File: config.mk
export PLATFORM = sky130hd
export DESIGN_NAME = uart_cmd_ctrl
export DESIGN_NICKNAME = d
export VERILOG_FILES = /design/src/rtl/uart_cmd_pkg.sv /design/src/rtl/uart_cmd_timer.sv /design/src/rtl/uart_cmd_ctrl.sv
export SDC_FILE = /design/constraint.sdc
export NUM_CORES = 1
export LEC_CHECK = 0
export CORE_ASPECT_RATIO = 0.5
export CORE_UTILIZATION = 30
export CTS_BUF_LIST = sky130_fd_sc_hd__clkbuf_8
export DETAILED_ROUTE_END_ITERATION = 12
export HOLD_SLACK_MARGIN = 0.03
export PLACE_DENSITY_LB_ADDON = 0.2
export SETUP_SLACK_MARGIN = 0.1
export SKIP_CTS_REPAIR_TIMING = 1
export SLEW_MARGIN = 25
export SYNTH_ARGS = -nofsm -noshare
export SYNTH_HDL_FRONTEND = slang
export SYNTH_SLANG_ARGS = --single-unit
export TNS_END_PERCENT = 30
File: constraint.sdc
create_clock -name clk -period 1.8 [get_ports clk]
set_clock_uncertainty 0.1 [all_clocks]
set_input_delay 0.36 -clock clk [delete_from_list [all_inputs] [get_ports clk]]
set_output_delay 0.36 -clock clk [all_outputs]
set_load 0.01 [all_outputs]
File: src/rtl/uart_cmd_pkg.sv
// Shared types and constants for the UART command controller and its
// inter-byte timeout helper.
package uart_cmd_pkg;

  typedef enum logic [2:0] {
    HUNT,
    CMD,
    DATA,
    CHK,
    APPLY
  } state_t;

  typedef enum logic {
    REQ,
    CAP
  } phase_t;

  localparam logic [7:0]  CMD_SET_DVSR     = 8'h01;
  localparam logic [7:0]  CMD_RESTORE      = 8'h02;
  localparam logic [7:0]  DEFAULT_SYNC     = 8'h55;
  localparam int unsigned FRAME_DATA_BYTES = 4;

endpackage

File: src/rtl/uart_cmd_timer.sv
// Inter-byte timeout counter: counts enabled cycles, clears on a captured
// byte, and pulses expire on the LIMIT-th consecutive enabled cycle.
module uart_cmd_timer #(
  parameter int unsigned LIMIT = 200000
) (
  input  logic clk,
  input  logic rst_n,
  input  logic clr,
  input  logic en,
  output logic expire
);

  localparam int unsigned CNT_W = (LIMIT > 2) ? $clog2(LIMIT) : 1;

  logic [CNT_W-1:0] cnt;

  assign expire = en && (cnt == CNT_W'(LIMIT - 1));

  always_ff @(posedge clk or negedge rst_n) begin
    if (!rst_n) begin
      cnt <= '0;
    end else if (clr || expire) begin
      cnt <= '0;
    end else if (en) begin
      cnt <= cnt + CNT_W'(1);
    end
  end

endmodule

File: src/rtl/uart_cmd_ctrl.sv
// Pops RX FIFO bytes, parses SYNC/CMD/D0..D3/CHK frames and rewrites the
// baud divisor. Define UART_CMD_TIMEOUT_EN to abort stalled frames.
module uart_cmd_ctrl
  import uart_cmd_pkg::*;
#(
  parameter int unsigned DVSR_W       = 32,
  parameter int unsigned DVSR_DEFAULT = 53,
  parameter logic [7:0]  SYNC_BYTE    = DEFAULT_SYNC,
  parameter int unsigned TIMEOUT_CYC  = 200000
) (
  input  logic              clk,
  input  logic              rst_n,
  input  logic              fifo_empty,
  input  logic [7:0]        fifo_data,
  output logic              fifo_rd_en,
  output logic [DVSR_W-1:0] dvsr,
  output logic              cfg_update,
  output logic              err_chk,
  output logic              err_cmd,
  output logic              err_tmo,
  output logic              busy
);

  localparam logic [DVSR_W-1:0] DVSR_RST = DVSR_W'(DVSR_DEFAULT);
  localparam logic [1:0]        LAST_IDX = 2'(FRAME_DATA_BYTES - 1);

  state_t            state;
  phase_t            phase;
  logic [7:0]        cmd;
  logic [7:0]        xsum;
  logic [1:0]        cnt;
  logic [31:0]       shadow;
  logic [DVSR_W-1:0] dvsr_new;
  logic              tmo_expire;

  if (DVSR_W > 32) begin : g_dvsr_ext
    assign dvsr_new = {{(DVSR_W - 32){1'b0}}, shadow};
  end else begin : g_dvsr_trunc
    assign dvsr_new = shadow[DVSR_W-1:0];
  end

  assign busy = (state != HUNT);

`ifdef UART_CMD_TIMEOUT_EN
  // Only count while mid-frame and genuinely starved (no pop in flight).
  uart_cmd_timer #(.LIMIT(TIMEOUT_CYC)) u_timer (
    .clk    (clk),
    .rst_n  (rst_n),
    .clr    (phase == CAP),
    .en     ((state inside {CMD, DATA, CHK}) && (phase == REQ) &&
             fifo_empty && !fifo_rd_en),
    .expire (tmo_expire)
  );
`else
  assign tmo_expire = 1'b0;
  if (TIMEOUT_CYC == 0) begin : g_tmo_unused
  end
`endif

  always_ff @(posedge clk or negedge rst_n) begin
    if (!rst_n) begin
      state      <= HUNT;
      phase      <= REQ;
      fifo_rd_en <= 1'b0;
      cmd        <= '0;
      xsum       <= '0;
      cnt        <= '0;
      shadow     <= '0;
      dvsr       <= DVSR_RST;
      cfg_update <= 1'b0;
      err_chk    <= 1'b0;
      err_cmd    <= 1'b0;
      err_tmo    <= 1'b0;
    end else begin
      fifo_rd_en <= 1'b0;
      cfg_update <= 1'b0;
      err_chk    <= 1'b0;
      err_cmd    <= 1'b0;
      err_tmo    <= 1'b0;

      // A new pop may be requested in the CAP cycle, giving one byte per 2 clk.
      case (phase)
        REQ: begin
          if (fifo_rd_en) begin
            phase <= CAP;
          end else if (!fifo_empty) begin
            fifo_rd_en <= 1'b1;
          end
        end
        CAP: begin
          phase <= REQ;
          if (!fifo_empty) fifo_rd_en <= 1'b1;
        end
        default: phase <= REQ;
      endcase

      if (tmo_expire) begin
        state   <= HUNT;
        err_tmo <= 1'b1;
        cnt     <= '0;
        xsum    <= '0;
        shadow  <= '0;
      end else if (state == APPLY) begin
        dvsr       <= (cmd == CMD_SET_DVSR) ? dvsr_new : DVSR_RST;
        cfg_update <= 1'b1;
        state      <= HUNT;
      end else if (phase == CAP) begin
        case (state)
          HUNT: begin
            if (fifo_data == SYNC_BYTE) state <= CMD;
          end
          CMD: begin
            cmd   <= fifo_data;
            xsum  <= fifo_data;
            cnt   <= '0;
            state <= DATA;
          end
          DATA: begin
            shadow[8*cnt +: 8] <= fifo_data;
            xsum               <= xsum ^ fifo_data;
            cnt                <= cnt + 2'd1;
            if (cnt == LAST_IDX) state <= CHK;
          end
          CHK: begin
            if (fifo_data != xsum) begin
              err_chk <= 1'b1;
              state   <= HUNT;
            end else if (cmd == CMD_SET_DVSR || cmd == CMD_RESTORE) begin
              state <= APPLY;
            end else begin
              err_cmd <= 1'b1;
              state   <= HUNT;
            end
          end
          default: state <= HUNT;
        endcase
      end
    end
  end

endmodule

==> results of run 1 <==
-- how the worst min path moves through the flow --
stage	startpoint	end	slack [ns]	cells past startpoint
after floorplan	rst_n	cfg_update$_DFF_PN0_	-0.04	0
after CTS	rst_n	dvsr_new[21]$_DFFE_PN0P_	-0.27	1
after global placement	rst_n	dvsr_new[26]$_DFFE_PN0P_	0.15	1
after detailed placement	rst_n	dvsr_new[26]$_DFFE_PN0P_	0.15	1
after global routing	rst_n	dvsr_new[24]$_DFFE_PN0P_	0.28	2
final	rst_n	dvsr_new[24]$_DFFE_PN0P_	0.28	2
-- final cells by class --
cell class | count | area, sq um | area share, %
Sequential cell | 90 | 2260 | 42.9
Inverter | 39 | 146 | 2.78
Clock buffer | 9 | 124 | 2.35
Multi-Input combinational cell | 259 | 1500 | 28.4
Clock inverter | 6 | 52.6 | 0.997
Tap cell | 170 | 213 | 4.04
Timing Repair Buffer | 94 | 975 | 18.5
-- kinds of logic (layout without fill, tap and decap cells) --
| logic type | count (synthesis) | count (layout) | synth area share [%] |
|---|---|---|---|
| other | 1 | 1 | 0.0948 |
| muxes | 1 | 1 | 0.253 |
| DFF | 90 | 90 | 57.1 |
| buffers and inverters | 68 | 148 | 6.77 |
| xor gates and xnor gates | 9 | 9 | 1.99 |
| and+or+nand+nor | 140 | 140 | 17.1 |
| AOI/OAI and AO/OA | 102 | 102 | 14.8 |
| adders and majority gates | 6 | 6 | 1.90 |
-- sequential cells by signal (all words and copies together) (netlist names) --
name / flops
cfg_update: 1
cmd: 8
cnt: 2
dvsr: 32
dvsr_new: 32
err_chk: 1
err_cmd: 1
fifo_rd_en: 1
phase: 1
state: 3
xsum: 8
-- layout by cell type (no fill, tap or decap), types with 3 or more instances in the layout --
cell	count
dfrtp_1	84
nand2_1	50
buf_4	41
inv_1	36
dlymetal6s2s_1	36
o21ai_0	35
nand3_1	32
nor2_1	30
o21ai_1	16
a21oi_1	11
xor2_1	9
clkbuf_8	9
clkdlybuf4s50_1	9
a31oi_1	8
a211oi_1	6
o21ai_2	5
o2bb2ai_1	5
and3_1	5
a22o_1	5
buf_12	5
nor3_1	4
o22ai_1	4
a21oi_2	4
ha_1	4
dfstp_2	4
nor2b_1	3
-- synth_stat cells, drive strengths merged (6+ instances only) --
cell type and instances:
dfrtp 86, o21ai 56, nand2 51, inv 38, nand3 32, nor2 31, clkbuf 20, a21oi 15
buf 9, xor2 9, a31oi 8, a211oi 6, ha 6
-- power by group --
group	switching, W	total (W)	internal (W)
sequential	0.000357	0.00292	0.00256
combinational	0.00114	0.00194	0.000804
clock	0.000787	0.00130	0.000513
total	0.00228	0.00616	0.00388
-- worst max-delay path: stages (launching register included) --
cell	delay, ns
dfrtp_1	0.40
or4_4	0.55
nor3_4	0.18
nor4b_4	0.26
buf_4	0.20
a22o_1	0.12
-- metal layers --
metal	vias up	global-route usage, %
met2	64	21.0
met4	0	4.29
met3	9	4.10
li1	1554	-
met5	-	0
met1	1497	25.8
-- metrics by stage --
| step | setup slack [ns] | hold WS [ns] |
|---|---|---|
| 3_3_place_gp | -0.159 | 0.146 |
| 5_1_grt | -0.172 | 0.276 |
| 4_1_cts | -0.235 | -0.268 |
| 3_5_place_dp | -0.150 | 0.148 |
| 2_1_floorplan | -0.0275 | -0.0356 |
| 6_report | -0.0451 | 0.278 |
==> impl_metrics.csv, run 1 <==
group,metric,value,unit
outcome,outcome,"finished, violations left",
outcome,violations,"negative setup slack",
detailed_routing,wl_met2,4.15,mm
final_layout,fill_cells,1281,
pwr,total_power,0.00616,W
detailed_routing,drt_iter0_markers,205,
detailed_routing,vias,3124,
sta,min_period_over_period,103,%
synth,synth_top_area_share,54.4,%
detailed_routing,wl_met1,5.49,mm
pwr,power_density,1170,mW/mm^2
global_routing,grt_max_degree,46,
critical_path,rr_endpoint,"dvsr[29]$_DFFE_PN0P_",
detailed_routing,dr.pass1.iters,5,
clocking,clk_latency,0.38,ns
synth,synth_seq_cells,90,
final_layout,diodes,0,
floorplanning,initial_utilization,31.0,%
synth,avgSynthCellArea,9.48,sq um
global_routing,grt_pass1_vias,2899,
placed_design,placed_cells,651,
pwr,vdd_drop_max,0.000361,V
critical_path,r2r_slack,-0.05,ns
critical_path,path_max_fanout,5,
sta,setup_viol,6,
detailed_routing,wl_met3,634,um
placed_design,gp_congestion,0.823,
clocking,htreeDepth,3,
global_routing,grt_overflow,0,
critical_path,critPathLaunchType,"flip-flop",
sta,fin_ws,-0.0451,ns
placed_design,hpwl,7.35,mm
final_layout,drive_gt1_share,18.3,%
critical_path,required,2.02,ns
detailed_routing,postRouteAntennaNets,0,
sta,finalSetupTns,-0.228,ns
detailed_routing,top_layer_used,"met4",
global_routing,antenna_found_initial,0,
floorplanning,fp.dieW,164,um
floorplanning,core,0.0128,sq mm
floorplanning,die_y,83.2,um
detailed_routing,viasPerCell,4.68,
worst_hold_path,hold_path.class,"input pin to asynchronous set/reset pin",
synth,synthArstFlopShare,100,%
critical_path,r2r-start,"cmd[5]$_DFFE_PN0P_",
global_routing,grtUsageTotal,16.2,%
final_layout,finalInstanceArea,0.00527,sq mm
sta,finalHoldViolCount,0,
synth,yosysWarnings,0,
sta,period_needed,1.85,ns
floorplanning,placementRows,29,
placed_design,place_area,0.00492,sq mm
synth,synth_area,0.00395,sq mm
clocking,clock_path_buffers,2,
critical_path,critPathKind,"flip-flop to flip-flop",
detailed_routing,drt-total-wl,10.4,mm
clocking,cts_sinks,90,
critical_path,cp-end-kind,"flip-flop",
synth,synth_cell_type_count,38,
floorplanning,io_pins,49,
synth,yosysTopAreaCell,"dfrtp_1",
clocking,cts_root_buf,"clkbuf_8",
sta,final_max_slew_viol_count,0,
clocking,cts_buffers,9,
critical_path,critical_path.startpoint,"cmd[5]$_DFFE_PN0P_",
final_layout,area_growth,33.3,%
synth,synthTopCellsByArea,"dfrtp_1 54%, o21ai_0 7.1%, nand2_1 4.8%, nand3_1 4.1%, inv_1 3.6%",
synth,synth_edf_count,0,
critical_path,endpoint,"dvsr[29]$_DFFE_PN0P_",
global_routing,grt_pass1_wl,16.6,mm
detailed_routing,wl_per_cell,15.6,um
placed_design,io_buffers,47,
final_layout,finalNonFillerCells,667,
synth,ys.flop_type,"dfrtp_1",
detailed_routing,post-route-drc-count,0,
floorplanning,die_area,0.0137,sq mm
sta,fmax,542,MHz
synth,syn_inst,417,
sta,rsz0062_at_grt,"yes",
clocking,tritoncts,"yes",
critical_path,reg2reg_depth,5,
run,max_cap_violations,0,
clocking,clk_pin_slew,0.10,ns
pwr,p_leak,2.90,nW
critical_path,cp.arrival,2.07,ns
synth,syn_nets,434,
synth,seq_area_frac_synth,57.1,%
final_layout,post-route-util,41.3,%
final_layout,nets,510,
Note: power is estimated with default switching activity, not from simulation.
==> inputs of run 2 (changes only) <==
- GPL_ROUTABILITY_DRIVEN: unset -> 0
- SKIP_CTS_REPAIR_TIMING: 1 -> unset
==> run 2 against run 1 <==
  * Routed wire length fell by 1.1%
  * First-iteration DRC count rose by 0.98%
  * Final cell count did not move
  * Fmax rose by 0.13%
  * Largest power group unchanged
  * Non-clock buffer count did not move
  * Utilization fell by 0.72 points
  * The run still ends with negative setup slack left
  * Critical endpoint is now dvsr[30]$_DFFE_PN0P_
  * Clock power barely moved
  * Flip-flop and latch count did not move
  * Hold slack improved by 0.0015 ns
  * Global-route usage barely moved
  * Clock-buffer cell count did not move
==> impl_metrics.csv, run 2 (synthesis gave the netlist of run 1 again) <==
group,metric,value,unit
clocking,cts_buffers,9,
sta,min_period_over_period,102,%
final_layout,drive_gt1_share,18.9,%
final_layout,final_common_cell,"dfrtp_1",
detailed_routing,drt_iter0_markers,207,
placed_design,hpwl,7.35,mm
detailed_routing,wl_per_cell,15.4,um
critical_path,cp.arrival,2.07,ns
pwr,clkPwrFrac,21.1,%
critical_path,path_cells,"or4_4 -> nor3_4 -> nor4b_4 -> buf_4 -> a22o_1",
floorplanning,fp.dieW,164,um
outcome,violations,"negative setup slack",
global_routing,grt_pass1_wl,16.6,mm
critical_path,slowest_stage,"or4_4",
detailed_routing,drt-total-wl,10.3,mm
sta,setup_viol,10,
critical_path,critPathKind,"flip-flop to flip-flop",
clocking,clock_path_buffers,2,
floorplanning,initial_utilization,31.0,%
detailed_routing,viasPerCell,4.68,
detailed_routing,postRouteAntennaNets,0,
run,max_cap_violations,0,
critical_path,cp-end-kind,"flip-flop",
sta,finalHoldViolCount,0,
critical_path,path_max_fanout,5,
final_layout,diodes,0,
critical_path,r2r-start,"cmd[5]$_DFFE_PN0P_",
worst_hold_path,hold_path.class,"input pin to asynchronous set/reset pin",
floorplanning,die_y,83.2,um
placed_design,place_ws,-0.150,ns
final_layout,nets,510,
sta,finalSetupTns,-0.259,ns
pwr,power_density,1190,mW/mm^2
final_layout,post-route-util,40.5,%
critical_path,reg2reg_depth,5,
critical_path,critPathLaunchType,"flip-flop",
final_layout,area_growth,30.9,%
sta,fmax,543,MHz
sta,period_needed,1.84,ns
clocking,htreeDepth,3,
pwr,switching_share,37.1,%
floorplanning,placementRows,29,
critical_path,max_stage_delay,0.55,ns
clocking,cts_sinks,90,
placed_design,io_buffers,47,
detailed_routing,dr.pass1.iters,4,
clocking,cts_root_buf,"clkbuf_8",
critical_path,rr_endpoint,"dvsr[30]$_DFFE_PN0P_",
clocking,clk_latency,0.37,ns
global_routing,grtUsageTotal,16.2,%
global_routing,grt_overflow,0,
critical_path,cp_top_family,"simple AND/OR/NAND/NOR gates",
pwr,vdd_drop_max,0.000361,V
floorplanning,core,0.0128,sq mm
pwr,seqPwrFrac,47.4,%
floorplanning,io_pins,49,
detailed_routing,post-route-drc-count,0,
pwr,p_switching,0.00228,W
clocking,clk_pin_slew,0.10,ns
critical_path,r2r_slack,-0.04,ns
global_routing,grt_max_degree,46,
outcome,outcome,"finished, violations left",
pwr,total_power,0.00616,W
pwr,internal_power,0.00387,W
floorplanning,die_area,0.0137,sq mm
global_routing,antenna_found_initial,0,
critical_path,required,2.02,ns
final_layout,layout_common_cells,"85 x dfrtp_1, 50 x nand2_1, 40 x buf_4",
sta,final_max_slew_viol_count,0,
global_routing,grt_pass1_vias,2902,
final_layout,fill_cells,1296,
sta,fin_ws,-0.0427,ns
clocking,tritoncts,"yes",
detailed_routing,vias,3121,
pwr,p_comb_share,31.5,%
critical_path,worst-path-buf-inv,1,
pwr,p_leak,2.50,nW
sta,rsz0062_at_grt,"yes",
run 2: changes by cell type in the layout (fill, tap and decap cells not counted), moves of 2 or more:
| cell | before | now |
|---|---|---|
| dlygate4sd2_1 | 0 | 31 |
| dlymetal6s2s_1 | 36 | 5 |
| o21ai_0 | 35 | 33 |
| o21ai_2 | 5 | 7 |
run 2: metrics by stage:
stage / hold slack (ns) / cell area (sq um) / std cells
2_1_floorplan: -0.0356 / 3950 / 417
3_5_place_dp: 0.148 / 4920 / 651
4_1_cts: 0.280 / 5080 / 667
5_1_grt: 0.276 / 5180 / 667
3_3_place_gp: 0.146 / 4920 / 651
6_report: 0.280 / 5180 / 667
run 2: final cells by class:
| type | count | area, sq um | area share [%] |
|---|---|---|---|
| Clock buffer | 9 | 124 | 2.39 |
| Clock inverter | 6 | 52.6 | 1.02 |
| Inverter | 39 | 146 | 2.83 |
| Multi-Input combinational cell | 259 | 1520 | 29.4 |
| Sequential cell | 90 | 2260 | 43.6 |
| Tap cell | 170 | 213 | 4.11 |
| Timing Repair Buffer | 94 | 862 | 16.7 |
run 2: worst max-delay path by stage:
| stage | to | slack, ns | depth (start not counted) | from |
|---|---|---|---|---|
| after floorplan | dvsr_new[1]$_DFFE_PN0P_ | -0.03 | 5 | cnt[0]$_DFFE_PN0P_ |
| after global placement | err_cmd$_DFF_PN0_ | -0.16 | 6 | fifo_data[7] |
| after detailed placement | err_cmd$_DFF_PN0_ | -0.15 | 6 | fifo_data[7] |
| after CTS | dvsr[29]$_DFFE_PN0P_ | -0.07 | 5 | cmd[5]$_DFFE_PN0P_ |
| after global routing | dvsr[26]$_DFFE_PN0P_ | -0.17 | 5 | cmd[5]$_DFFE_PN0P_ |
| final | dvsr[30]$_DFFE_PN0P_ | -0.04 | 5 | cmd[5]$_DFFE_PN0P_ |
run 2: power by group through the flow:
stage | Sequential, W | Clock (W) | Combinational [W]
3_3_place_gp | 0.00293 | 0 | 0.00183
6_report | 0.00292 | 0.00130 | 0.00194
3_5_place_dp | 0.00295 | 0 | 0.00185
2_1_floorplan | 0.00288 | 0 | 0.00111
5_1_grt | 0.00300 | 0.00142 | 0.00219
4_1_cts | 0.00291 | 0.00133 | 0.00190
run 2: timing repair:
action	4_1_cts	5_1_grt
buffers inserted	0	0
gates resized for setup	61	30
hold endpoints to repair	15	0
hold buffers	1	0
pin swaps	3	9
setup endpoints to repair	85	74
run 2: routing by layer:
| metal | wire, um | GRT usage [%] |
|---|---|---|
| met1 | 5300 | 25.8 |
| met2 | 4110 | 21.1 |
| met3 | 749 | 4.10 |
| met4 | 107 | 4.29 |
| met5 | 0 | 0 |
==> inputs of run 3 (changes only) <==
- clock period: 1.8 -> 2.3 ns (I/O delays scaled with it)
==> run 3 against run 2 <==
  * The flow now finishes without violations
  * Utilization decreased by 1.7 points
  * Power decreased by 25%
  * Combinational power shrank 30%
  * Final cell count down 2.4%
  * Critical path type is now flip-flop to output port
  * Worst setup slack improved by 0.25 ns
  * Via count shrank 2.0%
  * Routed wire length fell by 0.85%
  * Critical endpoint is now busy
  * Largest cell class unchanged
  * Global-route usage rose by 0.21 points
  * Sequential power down 22%
  * Highest routed layer unchanged
  * Non-clock buffer count fell by 16
==> impl_metrics.csv, run 3 (synthesis gave the netlist of run 1 again) <==
group,metric,value,unit
outcome,outcome,"complete, no violations",
final_layout,area_growth,25.3,%
clocking,clk_latency,0.37,ns
placed_design,io_buffers,47,
floorplanning,die_area,0.0137,sq mm
global_routing,grt_pass1_vias,2933,
worst_hold_path,min_to,"dvsr[4]$_DFFE_PN1P_",
critical_path,cp-end-kind,"output port",
sta,finalHoldViolCount,0,
pwr,seqPwrFrac,49.6,%
clocking,clock_path_buffers,2,
detailed_routing,dr.pass1.iters,4,
detailed_routing,drt_iter0_markers,257,
clocking,clk_pin_slew,0.09,ns
placed_design,place_ws,0.175,ns
global_routing,grtUsageTotal,16.4,%
detailed_routing,wl_met3,576,um
final_layout,drive_gt1_share,11.4,%
floorplanning,io_pins,49,
clocking,cts_sinks,90,
final_layout,final_common_cell,"dfrtp_1",
detailed_routing,wl_met2,3.98,mm
global_routing,grt_overflow,0,
sta,fmax,477,MHz
critical_path,slowest_stage,"clkdlybuf4s50_1",
global_routing,grt_pass1_wl,16.9,mm
sta,setup_viol,0,
pwr,vdd_drop_max,0.000314,V
detailed_routing,postRouteAntennaNets,0,
critical_path,rr_endpoint,"dvsr[27]$_DFFE_PN0P_",
critical_path,cp_top_family,"buffers and inverters",
critical_path,r2r-start,"cmd[5]$_DFFE_PN0P_",
detailed_routing,wl_met1,5.52,mm
sta,period_needed,2.10,ns
sta,fin_ws,0.204,ns
placed_design,hpwl,7.00,mm
critical_path,worst-path-buf-inv,1,
final_layout,layout_common_cells,"85 x dfrtp_1, 56 x o21ai_0, 51 x nand2_1",
critical_path,r2r_slack,0.36,ns
detailed_routing,viasPerCell,4.70,
sta,tightest_slew,0.653,ns
detailed_routing,post-route-drc-count,0,
global_routing,grt_max_degree,42,
floorplanning,initial_utilization,31.0,%
sta,slew_headroom,56.1,%
floorplanning,die_y,83.2,um
critical_path,cp.arrival,1.54,ns
worst_hold_path,hold_path.class,"flip-flop to flip-flop",
pwr,power_density,929,mW/mm^2
critical_path,max_stage_delay,0.49,ns
worst_hold_path,hold_depth,2,
detailed_routing,top_layer_used,"met4",
critical_path,critPathKind,"flip-flop to output port",
sta,rsz0062_at_grt,"no",
final_layout,nets,494,
critical_path,required,1.74,ns
clocking,tritoncts,"yes",
final_layout,fill_cells,1307,
final_layout,diodes,0,
run,max_cap_violations,0,
floorplanning,placementRows,29,
pwr,p_leak,2.17,nW
sta,min_period_over_period,91.1,%
critical_path,path_max_fanout,3,
sta,finalSetupTns,0,ns
floorplanning,core,0.0128,sq mm
pwr,internal_power,0.00293,W
clocking,cts_root_buf,"clkbuf_8",
detailed_routing,drt-total-wl,10.2,mm
sta,final_max_slew_viol_count,0,
clocking,htreeDepth,3,
global_routing,antenna_found_initial,0,
detailed_routing,vias,3060,
critical_path,path_cells,"nor2_2 -> nand2_1 -> clkdlybuf4s50_1",
floorplanning,fp.dieW,164,um
pwr,clkPwrFrac,21.0,%
pwr,p_switching,0.00167,W
clocking,cts_buffers,9,
pwr,switching_share,36.3,%
critical_path,critPathLaunchType,"flip-flop",
detailed_routing,wl_per_cell,15.6,um
pwr,p_comb_share,29.4,%
worst_hold_path,min-delay-start,"dvsr_new[4]$_DFFE_PN0P_",
critical_path,reg2reg_depth,5,
==> run 3: metrics by stage <==
stage                     cells  area, sq um  total power [W]  hold WS [ns]  utilization (%)
after floorplan             417         3950          0.00312        0.0644                -
after global placement      634         4770          0.00362         0.352             37.3
after detailed placement    634         4770          0.00366         0.352             37.3
after CTS                   650         4950          0.00464         0.382             38.7
after global routing        651         4960          0.00498         0.415             38.8
final                       651         4960          0.00460         0.382             38.8
==> run 3: how the worst max path moves through the flow <==
stage	startpoint	to	slack, ns	depth (start not counted)
after floorplan	cnt[0]$_DFFE_PN0P_	dvsr_new[1]$_DFFE_PN0P_	0.47	5
final	state[0]$_DFFE_PN0P_	busy	0.20	3
after detailed placement	fifo_data[7]	err_cmd$_DFF_PN0_	0.18	5
after CTS	state[1]$_DFFE_PN0P_	busy	0.12	3
after global placement	fifo_data[7]	err_cmd$_DFF_PN0_	0.19	5
after global routing	state[2]$_DFFE_PN0P_	busy	0.10	3
==> run 3: what timing repair did <==
| item | in CTS | in global routing |
|---|---|---|
| hold endpoints to repair | 34 | 0 |
| gates cloned | 0 | 0 |
| hold buffers | 1 | 0 |
| setup endpoints to repair | 1 | 1 |
| buffers inserted | 0 | 1 |
| gates resized for setup | 2 | 0 |
==> run 3: area by class of cell <==
cell class	count	area, sq um	area share, %
Inverter	39	146	2.95
Clock buffer	9	124	2.50
Timing Repair Buffer	78	741	14.9
Sequential cell	90	2260	45.6
Tap cell	170	213	4.29
Multi-Input combinational cell	259	1430	28.9
Clock inverter	6	42.5	0.858
==> run 3: routing by layer <==
layer  global-route usage (%)  up-vias
met3                     3.45        9
met1                     26.1     1454
met5                        0        -
met2                     21.9       78
li1                         -     1519
met4                     4.55        0
==> run 3: tightest hold or removal path: cells and delay by family, from the launching register on <==
family	cells	cell delay, ns
AO/OA/AOI/OAI	1	0.06
buffers and inverters	1	0.06
flip-flops	1	0.37
==> run 3: power by group through the flow <==
| stage | logic, W | clock network, W | registers [W] |
|---|---|---|---|
| final | 0.00135 | 0.000967 | 0.00228 |
| after global routing | 0.00156 | 0.00107 | 0.00235 |
| after CTS | 0.00135 | 0.00100 | 0.00229 |
| after detailed placement | 0.00134 | 0 | 0.00232 |
| after global placement | 0.00132 | 0 | 0.00230 |
| after floorplan | 0.000867 | 0 | 0.00225 |
